`config.mk`:
```
export PLATFORM = sky130hd
export DESIGN_NAME = traffic_phase_sched
export DESIGN_NICKNAME = d
export VERILOG_FILES = /design/src/rtl/traffic_phase_sched.sv
export SDC_FILE = /design/constraint.sdc
export NUM_CORES = 1
export LEC_CHECK = 0
export ABC_AREA = 1
export CAP_MARGIN = 20
export CORE_MARGIN = 3
export CORE_UTILIZATION = 45
export DETAILED_ROUTE_END_ITERATION = 10
export GPL_TIMING_DRIVEN = 0
export PLACE_DENSITY_LB_ADDON = 0.15
export SLEW_MARGIN = 20
export SYNTH_ARGS = -nofsm -noshare
export SYNTH_HDL_FRONTEND = slang
export SYNTH_SLANG_ARGS = --single-unit
export TNS_END_PERCENT = 20
```
`constraint.sdc`:
```
create_clock -name clk -period 3.1 [get_ports clk]
set_input_delay 0.775 -clock clk [delete_from_list [all_inputs] [get_ports clk]]
set_output_delay 0.775 -clock clk [all_outputs]
set_load 0.03 [all_outputs]
```
`src/rtl/traffic_phase_sched.sv`:
```
// Central phase sequencer for a two-approach intersection: day ring, pedestrian truncation/service,
// emergency pre-emption and night flashing yellow. Optional all-red phases: define TRAFFIC_ALLRED_EN.
module traffic_phase_sched #(
    parameter int GREEN_T   = 20,
    parameter int FLASH_T   = 5,
    parameter int YELLOW_T  = 4,
    parameter int ALLRED_T  = 1,
    parameter int MIN_GREEN = 5
) (
    input  logic       clk,
    input  logic       rst,
    input  logic       tick,
    input  logic       day_night,
    input  logic [1:0] ped_req,
    input  logic [1:0] emg_req,
    output logic [5:0] light_led,
    output logic [1:0] ped_walk,
    output logic [1:0] ped_pending,
    output logic [7:0] cnt_bcd,
    output logic [3:0] phase
);

    typedef enum logic [3:0] {
        G1  = 4'd0, F1 = 4'd1, Y1 = 4'd2, AR1 = 4'd3,
        G2  = 4'd4, F2 = 4'd5, Y2 = 4'd6, AR2 = 4'd7,
        EMG = 4'd8, NIGHT = 4'd9
    } state_t;

`ifdef TRAFFIC_ALLRED_EN
    localparam state_t START_STATE = AR2;
`else
    localparam state_t START_STATE = G1;
`endif

    function automatic logic [6:0] phaseLen(input state_t s);
        case (s)
            G1, G2:   phaseLen = 7'(GREEN_T);
            F1, F2:   phaseLen = 7'(FLASH_T);
            Y1, Y2:   phaseLen = 7'(YELLOW_T);
            AR1, AR2: phaseLen = 7'(ALLRED_T);
            default:  phaseLen = 7'd0;
        endcase
    endfunction

    function automatic state_t ringNext(input state_t s);
        case (s)
            G1:      ringNext = F1;
            F1:      ringNext = Y1;
`ifdef TRAFFIC_ALLRED_EN
            Y1:      ringNext = AR1;
            AR1:     ringNext = G2;
            Y2:      ringNext = AR2;
            AR2:     ringNext = G1;
`else
            Y1:      ringNext = G2;
            Y2:      ringNext = G1;
`endif
            G2:      ringNext = F2;
            F2:      ringNext = Y2;
            default: ringNext = s;
        endcase
    endfunction

    state_t     state_q, state_d;
    logic [6:0] remaining_q, remaining_d;
    logic       blink_q, blink_d;
    logic       emgDir_q, emgDir_d;
    logic [1:0] pedSync1_q, pedSync2_q, pedPrev_q;
    logic [1:0] pedPending_q, pedPending_d;
    logic [1:0] pedWalk_q, pedWalk_d;

    logic       onA1, onA2, emgAny, emgSel, ownGreen, otherGreen, truncate, clearEnd;
    logic       entering;
    logic [1:0] pedEdge, serve;

    assign onA1       = (state_q == G1) || (state_q == F1);
    assign onA2       = (state_q == G2) || (state_q == F2);
    assign emgAny     = |emg_req;
    assign emgSel     = ~emg_req[0];
    assign ownGreen   = emgSel ? onA2 : onA1;
    assign otherGreen = emgSel ? onA1 : onA2;
    assign pedEdge    = pedSync2_q & ~pedPrev_q;
    assign truncate   = ((state_q == G1 && pedPending_q[0]) || (state_q == G2 && pedPending_q[1]))
                        && (remaining_q > 7'(MIN_GREEN));

`ifdef TRAFFIC_ALLRED_EN
    assign clearEnd = (state_q == AR1) || (state_q == AR2);
`else
    assign clearEnd = (state_q == Y1) || (state_q == Y2);
`endif

    // Priority: night, night exit, held emergency, new pre-emption, pedestrian truncation, tick.
    always_comb begin
        state_d     = state_q;
        remaining_d = remaining_q;
        emgDir_d    = emgDir_q;
        if (!day_night) begin
            state_d = NIGHT;
        end else if (state_q == NIGHT) begin
            state_d     = START_STATE;
            remaining_d = phaseLen(START_STATE);
        end else if (state_q == EMG) begin
            if (!emg_req[emgDir_q]) begin
                state_d     = emgDir_q ? F2 : F1;
                remaining_d = 7'(FLASH_T);
            end
        end else if (emgAny && ownGreen) begin
            state_d  = EMG;
            emgDir_d = emgSel;
        end else if (emgAny && otherGreen) begin
            state_d     = onA1 ? Y1 : Y2;
            remaining_d = 7'(YELLOW_T);
        end else if (truncate) begin
            remaining_d = 7'(MIN_GREEN);
        end else if (tick) begin
            if (remaining_q > 7'd1) begin
                remaining_d = remaining_q - 7'd1;
            end else if (clearEnd && emgAny) begin
                state_d  = EMG;
                emgDir_d = emgSel;
            end else begin
                state_d     = ringNext(state_q);
                remaining_d = phaseLen(ringNext(state_q));
            end
        end
    end

    always_comb begin
        entering = (state_d != state_q);
        blink_d  = tick ? ~blink_q : blink_q;
        if (entering && (state_d == F1 || state_d == F2 || state_d == NIGHT)) begin
            blink_d = 1'b1;
        end
        // A green entry serves the crossing that runs alongside it; a same-cycle edge re-arms it.
        serve[0]     = entering && (state_d == G2) && pedPending_q[0];
        serve[1]     = entering && (state_d == G1) && pedPending_q[1];
        pedPending_d = (pedPending_q & ~serve) | pedEdge;
        pedWalk_d    = entering ? serve : pedWalk_q;
    end

    always_ff @(posedge clk or posedge rst) begin
        if (rst) begin
            state_q      <= START_STATE;
            remaining_q  <= phaseLen(START_STATE);
            blink_q      <= 1'b1;
            emgDir_q     <= 1'b0;
            pedSync1_q   <= 2'b00;
            pedSync2_q   <= 2'b00;
            pedPrev_q    <= 2'b00;
            pedPending_q <= 2'b00;
            pedWalk_q    <= 2'b00;
        end else begin
            state_q      <= state_d;
            remaining_q  <= remaining_d;
            blink_q      <= blink_d;
            emgDir_q     <= emgDir_d;
            pedSync1_q   <= ped_req;
            pedSync2_q   <= pedSync1_q;
            pedPrev_q    <= pedSync2_q;
            pedPending_q <= pedPending_d;
            pedWalk_q    <= pedWalk_d;
        end
    end

    always_comb begin
        light_led = 6'b100_100;
        case (state_q)
            G1:      light_led = 6'b001_100;
            F1:      light_led = {2'b00, blink_q, 3'b100};
            Y1:      light_led = 6'b010_100;
            G2:      light_led = 6'b100_001;
            F2:      light_led = {3'b100, 2'b00, blink_q};
            Y2:      light_led = 6'b100_010;
            EMG:     light_led = emgDir_q ? 6'b100_001 : 6'b001_100;
            NIGHT:   light_led = {1'b0, blink_q, 1'b0, 1'b0, blink_q, 1'b0};
            default: light_led = 6'b100_100;
        endcase
    end

    assign cnt_bcd     = (state_q == EMG || state_q == NIGHT) ? 8'h00
                         : {4'(remaining_q / 7'd10), 4'(remaining_q % 7'd10)};
    assign phase       = state_q;
    assign ped_walk    = pedWalk_q;
    assign ped_pending = pedPending_q;

endmodule

```
# Word level (Yosys, flattened, before mapping)
# Memory sizes are Yosys's and may differ from the RTL's.
# Index checks and enable logic that the tools add are counted.
# op_classes
n_addsub	1
n_div	2
magnitude_cmp	3
n_eq_ne	18
n_mux	47
n_bitwise	9
n_reduce_logical	27
# op_table
cell	n
$mux W4	19
$mux W7	10
$pmux W6 S8	1
$pmux W4 S6	1
$eq A4 B3 Y1 const B	5
$eq A4 B4 Y1 const B	3
$mux W1	12
$logic_and A1 B1 Y1	11
$eq A4 B1 Y1 const B	2
$logic_not A4 Y1	2
$mux W8	1
$reduce_and A8 Y1	1
$div A7 B4 Y7 const B	1
$gt A7 B1 Y1 const B	1
$gt A7 B3 Y1 const B	1
$logic_or A1 B1 Y1	7
$mod A7 B4 Y7 const B	1
$sub A7 B1 Y7 const B	1
$mux W3	2
$mux W6	1
$ne A3 B3 Y1 const B	2
$ne A6 B6 Y1 const B	1
$reduce_bool A2 Y1	3
$reduce_and A5 Y1	1
11 further kinds	17
# word_totals
register_bits	23
rom_bits	24
inputBits	8
output_inout_bits	22
word_cells	117
mem_count	1
# memory_table
name	depth	word_bits	rd	rd_clocked_by_memory_dff	write_ports	line	rtl
(name not given)	8	3	1	0	0	36	case (s)

# Logic depth before layout (Yosys ltp)
# Gate-level depths: netlist (run 1).
# An unclocked memory read counts as a cell.
# logic_depth
word_depth	22
depth_mapped	20
depth_no_buf	20

# Least setup slack after synthesis (run 1)
# No wires, ideal clock.
# synth_timing
path_type	register to output
startpoint	register remaining_q[4]
endpoint	output port cnt_bcd[1]
arrival_ns	2.354
required_ns	2.325
slack_ns	-0.029
stages_incl_launch_ff	20
n_path_buf	0
cell_sequence	dfstp_2 inv_2 nand3_1 nand3_1 nand2_2 nand3_1 nand2_2 nand2_1 nand2_1 nand2_1 nand2_1 nand2_1 inv_1 ha_1 inv_1 nand3_1 nand3_2 nand2_1 nand2_1 nor2_1
# synth_via
elab_chain_cells	2
# synth_rtl
element	line	rtl
start: declaration	65	logic [6:0] remaining_q, remaining_d;
start signal: assignment	144	remaining_q <= phaseLen(START_STATE);
start signal: assignment	154	remaining_q <= remaining_d;
$mod A7 B4 Y7	181	: {4'(remaining_q / 7'd10), 4'(remaining_q % 7'd10)};
$mux W8	180	assign cnt_bcd = (state_q == EMG || state_q == NIGHT) ? 8'h00
end: declaration	19	output logic [7:0] cnt_bcd,
# No other way between the ends.

# Final worst setup path (run 1)
# layout_timing
startpoint	register remaining_q[4]
endpoint	output port cnt_bcd[2]
# Same word-level chain as after synthesis.

==> results of run 1 <==
==> timing repair <==
item / CTS / global route
endpoints found under the setup margin: 11 / 8
pin swaps: 11 / 10
endpoints found under the hold margin: 0 / 0
resized for setup: 53 / 20
buffers inserted: 14 / 2
==> report_power, final <==
group / internal (mW) / switching, mW / leakage, nW
Clock: 0.0908 / 0.0938 / 0.0217
Combinational: 0.821 / 1.30 / 0.956
Sequential: 0.389 / 0.122 / 0.273
Total: 1.30 / 1.52 / 1.25
==> cell usage after synthesis, drive strengths merged <==
library cell	n
or2	1
nor3b	3
a22o	1
nor3	10
o21ai	19
nand3b	1
o211ai	1
inv	41
xor2	2
a31oi	1
dfrtp	20
clkinv	1
nand3	35
o21bai	1
dfstp	3
a21o	1
xnor2	1
o41ai	1
buf	2
nor2	30
ha	5
nand2	83
a22oi	1
nand4	6
o2111ai	1
a21oi	13
==> sequential cells by signal, indices dropped and copies added, names as in the netlist <==
name / flops
phase: 4
remaining_q: 7
ped_walk: 2
pedSync2_q: 2
blink_q: 1
pedPrev_q: 2
ped_pending: 2
emgDir_q: 1
pedSync1_q: 2
==> final timing paths <==
check	to	slack, ns	cells past startpoint
max reg2reg	ped_pending[1]	0.63	16
min reg2reg	pedSync2_q[0]	0.35	0
max	cnt_bcd[2]	-0.13	18
min	pedSync2_q[0]	0.35	0
min in group asynchronous	ped_pending[0]	0.98	2
max in group asynchronous	phase[3]	1.55	2
==> cell type report <==
cell class                      instances  area [um2]
Timing Repair Buffer                   45         403
Buffer                                  2        15.0
Fill cell                             344        1330
Clock buffer                            3        41.3
Sequential cell                        23         582
Tap cell                               48        60.1
Multi-Input combinational cell        217        1250
Clock inverter                          1        7.51
Inverter                               42         163
==> per-layer routing <==
| metal | up-vias | track usage (%) | routed length [um] |
|---|---|---|---|
| met2 | 75 | 32.8 | 2290 |
| li1 | 1031 | - | - |
| met3 | 10 | 2.56 | 341 |
| met4 | 0 | 7.93 | 78 |
| met5 | - | 0 | 0 |
| met1 | 911 | 28.1 | 2180 |
==> cell usage in the layout, fill, tap and decap left out, types with 4 or more instances in the layout <==
master	count
nand2_1	62
nand3_1	29
inv_1	24
nor2_1	22
nand2_2	20
buf_4	19
dfrtp_1	18
clkdlybuf4s50_1	18
inv_2	15
o21ai_0	14
a21oi_1	11
nor3_1	7
dlygate4sd2_1	7
nor2_2	6
nand4_1	5
o21ai_1	4
nand3_4	4
ha_1	4
==> critical path, delay by kind of cell (launching register included) <==
kind | cells | cell delay, ns
buffers and inverters | 7 | 0.71
and+or+nand+nor | 10 | 0.70
DFF | 1 | 0.60
AOI/OAI and AO/OA | 1 | 0.17
==> logic make-up after synthesis <==
logic type / count (synthesis) / share of synthesized area, %
compound gates: 40 / 12.8
xor+xnor: 3 / 1.40
fa+ha+maj: 5 / 3.33
buf+inv: 44 / 9.18
flops: 23 / 30.8
simple gates: 169 / 42.4
==> metrics by stage <==
step	TNS [ns]	power, mW
floorplan	-0.0271	1.76
global placement	-1.98	2.26
detailed placement	-2.11	2.27
CTS	-0.384	2.69
global route	-0.875	3.08
finish	-0.226	2.82
==> run metrics, run 1 <==
run status finished with violations; failing checks negative setup slack; #FFs+latches synth 23; worst hold path startpoint pedSync1_q[0]; largest net degree at the start of global routing 24; Die Area 4990 um2; global placement routability congestion 0.922; register area share after synthesis 30.8%; cts hold-fix bufs 0; core area 3850 um2; CTS Buf Count 3; FP Rows 22; CTS tree built; final instance area 2520 um2; DRT Pass-1 Iters 4; RSZ-0062 raised after global routing true; first-pass GRT wire length 8480 um; drt drc 0; antenna viol nets, final 0; Most common cell on crit path nand2_2; clock root cell clkbuf_8; pwr dens 1120 nW/um2; initial antenna violation count 0; worst min-delay path class reg -> reg; DR vias 2027; Worst Skew 0.00477 ns; leading area contributor after synthesis dfrtp_1; CP Max Fanout 4; share of post-route cells with drive strength above 1 27.9%; critical path, cell by cell inv_4, a21oi_4, nand2_4, nand2_2, nand2_2, nand2_2, inv_2, nand2_2, nand2_2, nand2_2, nand2_2, buf_4, buf_4, buf_4, buf_4, nor2_1, nor2_2, buf_6; Peak VDD IR 467 uV; utilization after layout 65.4%; endpoints failing setup 2; htree depth 1; WL/cell 12.8 um; Longest Clk Path Bufs 2; Yosys cell types 37; Cell Count Post-Placement 361; Setup CP Type reg -> out; Req. time, crit path 2.32 ns; crit path time final 3.23 ns; Yosys Warn Count 0; Syn Nets 297; I/O pins 30; number of global-route vias before repair 1946; Clock Sinks 23; vias per cell 5.32; CP endpoint kind output port; width of the die 70.6 um; Die Y 70.6 um; Port Buffers 29; GRT Total Usage 20.4%; grt ovf 0; relative slew slack 43.8%; Mapped Cells 284; Starting Density 48.8%; Post-Syn Area 1880 um2; Worst-Skew Late Latency 0.26 ns; startpoint type of the worst setup path register; Slew @ Worst Pin 0.842 ns; initial drt markers 145; Critical Path Start remaining_q[4]; Clock transition at path regs 0.08 ns; Max Cap Viol 0; Finished Layout Cells 381; Area Overhead vs Synth 34.0%; fin nets 347; FF-to-FF Start remaining_q[1]; top-area cell type share of the netlist area 26.6%; Final Worst Setup Slack -0.135 ns; Fmax achieved 0.309 GHz; CP peak stage delay 0.60 ns; dpl cell area 2230 um2; CP arrival 2.46 ns; Slew Viols, Final 0; routed wire length 4890 um; P_leak 1.25 nW; Antenna Cells 0; syn avg cell area 6.62 um2; Hold Fails Final Rpt 0; hpwl dp 3590 um; Place WS -0.605 ns; Worst Hold Slack 0.353 ns; synth top area cells dfrtp_1, nand2_1, nand3_1; slowest CP cell dfstp_2; post-route clock period utilization 104%
(Power assumes the default switching activity.)
==> run 2, diff against run 1 <==
HOLD_SLACK_MARGIN = 0.03   (was not set)
==> results of run 2 <==
No change in the layout: final DEF, timing and power equal those of run 1.
